<file path="src/rtl/ftdi_tx_arbiter_pkg.sv">
// Shared definitions for the FTDI transmit arbiter: FSM encoding and the
// framing bytes the host software must agree on.
package ftdi_tx_arbiter_pkg;

  typedef enum logic [2:0] {
    S_IDLE      = 3'd0,
    S_RESP_TAG  = 3'd1,
    S_RESP_DATA = 3'd2,
    S_SYNC      = 3'd3,
    S_SEQ       = 3'd4,
    S_SMP_WAIT  = 3'd5,
    S_SMP_LO    = 3'd6,
    S_SMP_HI    = 3'd7
  } state_t;

  localparam logic [7:0] SYNC_BYTE_DEFAULT = 8'h5A;
  localparam logic [7:0] RESP_TAG_DEFAULT  = 8'hA5;

endpackage

</file>
<file path="src/rtl/ftdi_tx_arbiter.sv">
// Multiplexes register-read responses and the ADC sample stream onto the
// single FTDI transmit byte channel; responses only go out between packets.
module ftdi_tx_arbiter
  import ftdi_tx_arbiter_pkg::*;
#(
  parameter int         PKT_SAMPLES = 256,
  parameter logic [7:0] SYNC_BYTE   = SYNC_BYTE_DEFAULT,
  parameter logic [7:0] RESP_TAG    = RESP_TAG_DEFAULT
) (
  input  logic        clk,
  input  logic        nreset,
  input  logic [7:0]  resp_data,
  input  logic        resp_valid,
  input  logic [15:0] smp_data,
  input  logic        smp_valid,
  output logic        smp_ready,
  input  logic        stream_en,
  output logic [7:0]  tx_data,
  output logic        tx_valid,
  input  logic        tx_ready,
  output logic        resp_overflow,
  input  logic        ovf_clear,
  output logic [7:0]  seq
);

  // Handshakes: a byte transfers on a clock edge where tx_valid && tx_ready;
  // a sample transfers where smp_valid && smp_ready. Once tx_valid is high,
  // tx_data is held until that transfer happens.

  localparam logic [7:0] LAST_SMP = 8'(PKT_SAMPLES - 1);

  state_t      state, state_nxt;
  logic [8:0]  slot;            // {pending, byte}
  logic [7:0]  resp_byte;
  logic [7:0]  smp_hi;
  logic [7:0]  count;
  logic        tx_valid_nxt;
  logic [7:0]  tx_data_nxt;
  logic        hs;
  logic        slot_take;
  logic        ovf_set;

  assign hs        = tx_valid && tx_ready;
  assign slot_take = (state == S_IDLE) && slot[8];
  assign ovf_set   = resp_valid && slot[8] && !slot_take;
  assign smp_ready = (state == S_SMP_WAIT);

  always_comb begin
    state_nxt = state;
    case (state)
      S_IDLE: begin
        if (slot[8])                     state_nxt = S_RESP_TAG;
        else if (stream_en && smp_valid) state_nxt = S_SYNC;
      end
      S_RESP_TAG:  if (hs) state_nxt = S_RESP_DATA;
      S_RESP_DATA: if (hs) state_nxt = S_IDLE;
      S_SYNC:      if (hs) state_nxt = S_SEQ;
      S_SEQ:       if (hs) state_nxt = S_SMP_WAIT;
      S_SMP_WAIT:  if (smp_valid) state_nxt = S_SMP_LO;
      S_SMP_LO:    if (hs) state_nxt = S_SMP_HI;
      S_SMP_HI: begin
        if (hs) state_nxt = (count == LAST_SMP) ? S_IDLE : S_SMP_WAIT;
      end
      default: state_nxt = S_IDLE;
    endcase
  end

  // The output byte is loaded only when entering a new state, so a stalled
  // byte stays put until its handshake.
  always_comb begin
    tx_valid_nxt = tx_valid;
    tx_data_nxt  = tx_data;
    if (state_nxt != state) begin
      tx_valid_nxt = 1'b1;
      case (state_nxt)
        S_RESP_TAG:  tx_data_nxt = RESP_TAG;
        S_RESP_DATA: tx_data_nxt = resp_byte;
        S_SYNC:      tx_data_nxt = SYNC_BYTE;
        S_SEQ:       tx_data_nxt = seq;
        S_SMP_LO:    tx_data_nxt = smp_data[7:0];
        S_SMP_HI:    tx_data_nxt = smp_hi;
        default:     tx_valid_nxt = 1'b0;
      endcase
    end
  end

  always_ff @(posedge clk or negedge nreset) begin
    if (!nreset) begin
      state    <= S_IDLE;
      tx_valid <= 1'b0;
      tx_data  <= 8'h00;
    end else begin
      state    <= state_nxt;
      tx_valid <= tx_valid_nxt;
      tx_data  <= tx_data_nxt;
    end
  end

  // Response slot: a strobe arriving as the slot drains is still captured.
  always_ff @(posedge clk or negedge nreset) begin
    if (!nreset) begin
      slot          <= 9'h000;
      resp_byte     <= 8'h00;
      resp_overflow <= 1'b0;
    end else begin
      if (slot_take) resp_byte <= slot[7:0];
      if (resp_valid && (!slot[8] || slot_take)) slot <= {1'b1, resp_data};
      else if (slot_take)                        slot[8] <= 1'b0;
      if (ovf_set)        resp_overflow <= 1'b1;
      else if (ovf_clear) resp_overflow <= 1'b0;
    end
  end

  always_ff @(posedge clk or negedge nreset) begin
    if (!nreset) begin
      smp_hi <= 8'h00;
      count  <= 8'h00;
      seq    <= 8'h00;
    end else begin
      if (state == S_SMP_WAIT && smp_valid) smp_hi <= smp_data[15:8];
      if (state == S_SMP_HI && hs) begin
        if (count == LAST_SMP) begin
          count <= 8'h00;
          seq   <= seq + 8'd1;
        end else begin
          count <= count + 8'd1;
        end
      end
    end
  end

endmodule
</file>
<file path="config.mk">
export PLATFORM = sky130hd
export DESIGN_NAME = ftdi_tx_arbiter
export DESIGN_NICKNAME = d
export VERILOG_FILES = /design/src/rtl/ftdi_tx_arbiter_pkg.sv /design/src/rtl/ftdi_tx_arbiter.sv
export SDC_FILE = /design/constraint.sdc
export NUM_CORES = 1
export LEC_CHECK = 0
export BUFFER_PORTS_ARGS = -buffer_cell sky130_fd_sc_hd__buf_2
export CAP_MARGIN = 15
export CORE_UTILIZATION = 60
export DETAILED_ROUTE_END_ITERATION = 12
export PLACE_DENSITY = 0.85
export SYNTH_ARGS = -nofsm -noshare
export SYNTH_HDL_FRONTEND = slang
export SYNTH_SLANG_ARGS = --single-unit
export TNS_END_PERCENT = 1
</file>
<file path="constraint.sdc">
create_clock -name clk -period 7.2 [get_ports clk]
set_clock_uncertainty 0.15 [all_clocks]
set_input_delay 0.72 -clock clk [delete_from_list [all_inputs] [get_ports clk]]
set_output_delay 0.72 -clock clk [all_outputs]
set_load 0.01 [all_outputs]
</file>
==> results by group <==
Outcome
  – Outcome: complete, no violations

Clocking
  – CTS hold repair buffers: 0
  – H-tree depth: 2
  – Setup repair bufs after CTS: 0
  – Worst-path clk slew: 0.10 ns
  – Clock Latency Late Sink: ~0.31 ns
  – CTS Buf Count: 5
  – Clock Tree Buf Depth: 2
  – PostCTS Resize Cnt: 0
  – CTS Root Buffer Type: clkbuf_8
  – Clock sinks: 54
  – CTS tree: built

Floorplanning
  – Core Region: around 4400 µm²
  – Die Y-Extent: ~70 µm
  – Die ar.: about 4900 µm²
  – Rows: 24
  – Initial Utilization: 0.628
  – Num ports: 50
  – Die Width: approximately 70 µm

Critical path
  – Worst Setup Start Kind: flip-flop
  – Worst-path cell chain: clkinv_1 -> o41ai_4 -> inv_4 -> xnor2_2 -> a21oi_4 -> mux2_4
  – Cell family with most CP delay: compound AO/OA/AOI/OAI gates
  – Setup crit end kind: flip-flop
  – Crit Path Max Fanout: 17
  – WS Path Type: reg2reg
  – Worst Path Buf+Inv: 2
  – Data arrival, critical path: 3.26 ns
  – Slowest CP cell: o41ai_4
  – Slowest stage delay, CP: about 1.1 ns
  – Required @ worst endpoint: a little over 7 ns

STA
  – RSZ-0062 raised after global routing: no
  – Max-slew violation count: 0
  – Final hold viol count: 0
  – Min Tclk post-route: 3.21 ns
  – Setup violators final: 0
  – Final WS setup: between 3 and 4 ns
  – Slew HR: 0.287
  – Tightest Pin Transition: approximately 1.1 ns
  – Post-route clock period utilization: 0.446
  – Fin Setup TNS: 0 ns
  – FMAX: around 310 MHz

Pwr
  – Pleak: around 1.5 nW
  – Peak VDD IR: roughly 0.00023 V
  – Cell Pwr Density: roughly 380 nW/µm²

Logic synthesis
  – Cell count after synthesis: about 240
  – Fraction of registers with async set/reset: 1.00
  – Top post-synthesis cells by area: dfrtp_1 (49%), mux2_2 (11%), xnor2_1 (2.5%), mux2_4 (2.2%), nand4_1 (1.8%)
  – Most common cell in the netlist: dfrtp_1
  – Number of synthesized flops with an enable pin: 0
  – Post-synth top area share: 0.491
  – Area leader, netlist: dfrtp_1
  – Yosys reg bits: 54
  – Syn nets: ~270
  – Synthesized cell area: ~2800 µm²
  – Register area share after synthesis: 0.491
  – Top FF cell, synth: dfrtp_1
  – Post-synth cell types: between 50 and 60
  – Syn avg cell area: 11.7 µm²
  – Synth cell count leaders: dfrtp_1 (54), mux2_2 (26), nand2_1 (12)
  – Synth Warn #: 0

Placed design
  – Number of I/O port buffers: between 40 and 50
  – Pre-CTS setup slack: ~3.9 ns
  – HPWL Detailed: around 4.2 mm
  – Placer's final routability congestion estimate: 0.831

Global routing
  – GRT Resource Usage Total: 0.257
  – Total gr overflow: 0
  – First-pass GRT wire length: around 9.7 mm
  – Vias in the first global route: about 2000
  – Largest net degree at the start of global routing: 55
  – Antenna violations before repair: 0

Final layout
  – Nets: around 320
  – Area Growth Syn to Fin: 14.5%
  – Share of layout cells above drive strength 1: 0.365
  – Antenna cells: 0

Detailed routing
  – Drt pass-1 iters: 4
  – DRC Markers: 0
  – Post-route ant nets: 0
  – Total routed wirelength: roughly 6 mm
  – Vias: between 2000 and 2500
  – Vias per cell: approximately 6.1
  – Drt wl/cell: 17.4 µm
  – Number of DRC markers in iteration 0: 181

Flow run
  – Total of max-cap violations: 0

Worst hold path
  – Hold crit path type: in2async
-- state kept, by name (all words and copies together), names as in the netlist --
| signal | cells |
|---|---|
| count | 8 |
| resp_byte | 8 |
| resp_overflow | 1 |
| seq | 8 |
| slot | 9 |
| smp_hi | 8 |
| state | 3 |
| tx_data | 8 |
| tx_valid | 1 |
-- final timing paths --
kind | cells after the start | from | to | slack (ns)
worst min register to register | 1 | count[6] | count[6] | 0.36
min in group clk | 1 | count[6] | count[6] | 0.36
worst min-delay path | 2 | nreset | count[5] | 0.36
max in group asynchronous | 2 | nreset | slot[0] | 6.10
worst max-delay path | 6 | state[1] | tx_data[5] | 3.99
worst max register to register | 6 | state[1] | tx_data[5] | 3.99
-- cells in the final DEF, fill, tap and decap left out, types with 5 or more instances in the layout --
cell	synthesis	layout
nand4_1	8	8
nor2_1	10	10
xor2_1	5	5
inv_1	7	7
a21o_1	5	5
clkbuf_8	0	5
o211ai_1	6	6
dfrtp_1	54	54
xnor2_1	8	8
buf_2	6	49
o21ai_0	5	5
mux2_2	26	26
and3_1	5	5
and4_1	5	5
nand2_1	12	12
o21ai_1	8	8
-- per-stage QoR --
stage / instances / cell area, µm² / utilization / hold slack (ns) / total power, mW
global placement: 329 / 3040 / 0.692 / 0.328 / 0.966
CTS: 337 / 3150 / 0.718 / 0.361 / 1.21
finish: 337 / 3150 / 0.718 / 0.358 / 1.21
floorplan: 235 / 2750 / - / 0.274 / 0.864
global route: 337 / 3150 / 0.718 / 0.377 / 1.27
detailed placement: 329 / 3040 / 0.692 / 0.342 / 1.00
-- worst reg2reg max path: stages (launching register included) --
cell	delay (ns)
dfrtp_1	0.55
clkinv_1	0.34
o41ai_4	1.06
inv_4	0.11
xnor2_2	0.20
a21oi_4	0.36
mux2_4	0.34
-- kinds of logic after synthesis --
logic type	synth area share
fa+ha+maj	0.0127
xor+xnor	0.0473
mux	0.132
flops	0.491
simple gates	0.146
buf+inv	0.0309
compound gates	0.141
-- layer usage --
metal	share of wire	GRT usage	routed length [µm]
met3	0.056	0.0538	326
met1	0.44	0.356	2590
met4	0.021	0.0911	121
met5	0	0	0
met2	0.48	0.405	2820
-- power breakdown --
part / switching (mW) / internal [mW] / total (mW)
Combinational: 0.257 / 0.240 / 0.497
Sequential: 0.0928 / 0.415 / 0.507
Clock: 0.102 / 0.103 / 0.205
Total: 0.452 / 0.758 / 1.21
-- layout make-up --
type / instances / area (µm²)
inverters: 11 / 43.8
well taps: 52 / 65.1
fillers: 310 / 1230
multi-input cells: 161 / 1320
repair buffers: 51 / 260
clock buffers: 5 / 68.8
clock inverters: 3 / 45.0
flip-flops and latches: 54 / 1350
Note: power is estimated with default switching activity, not from simulation.
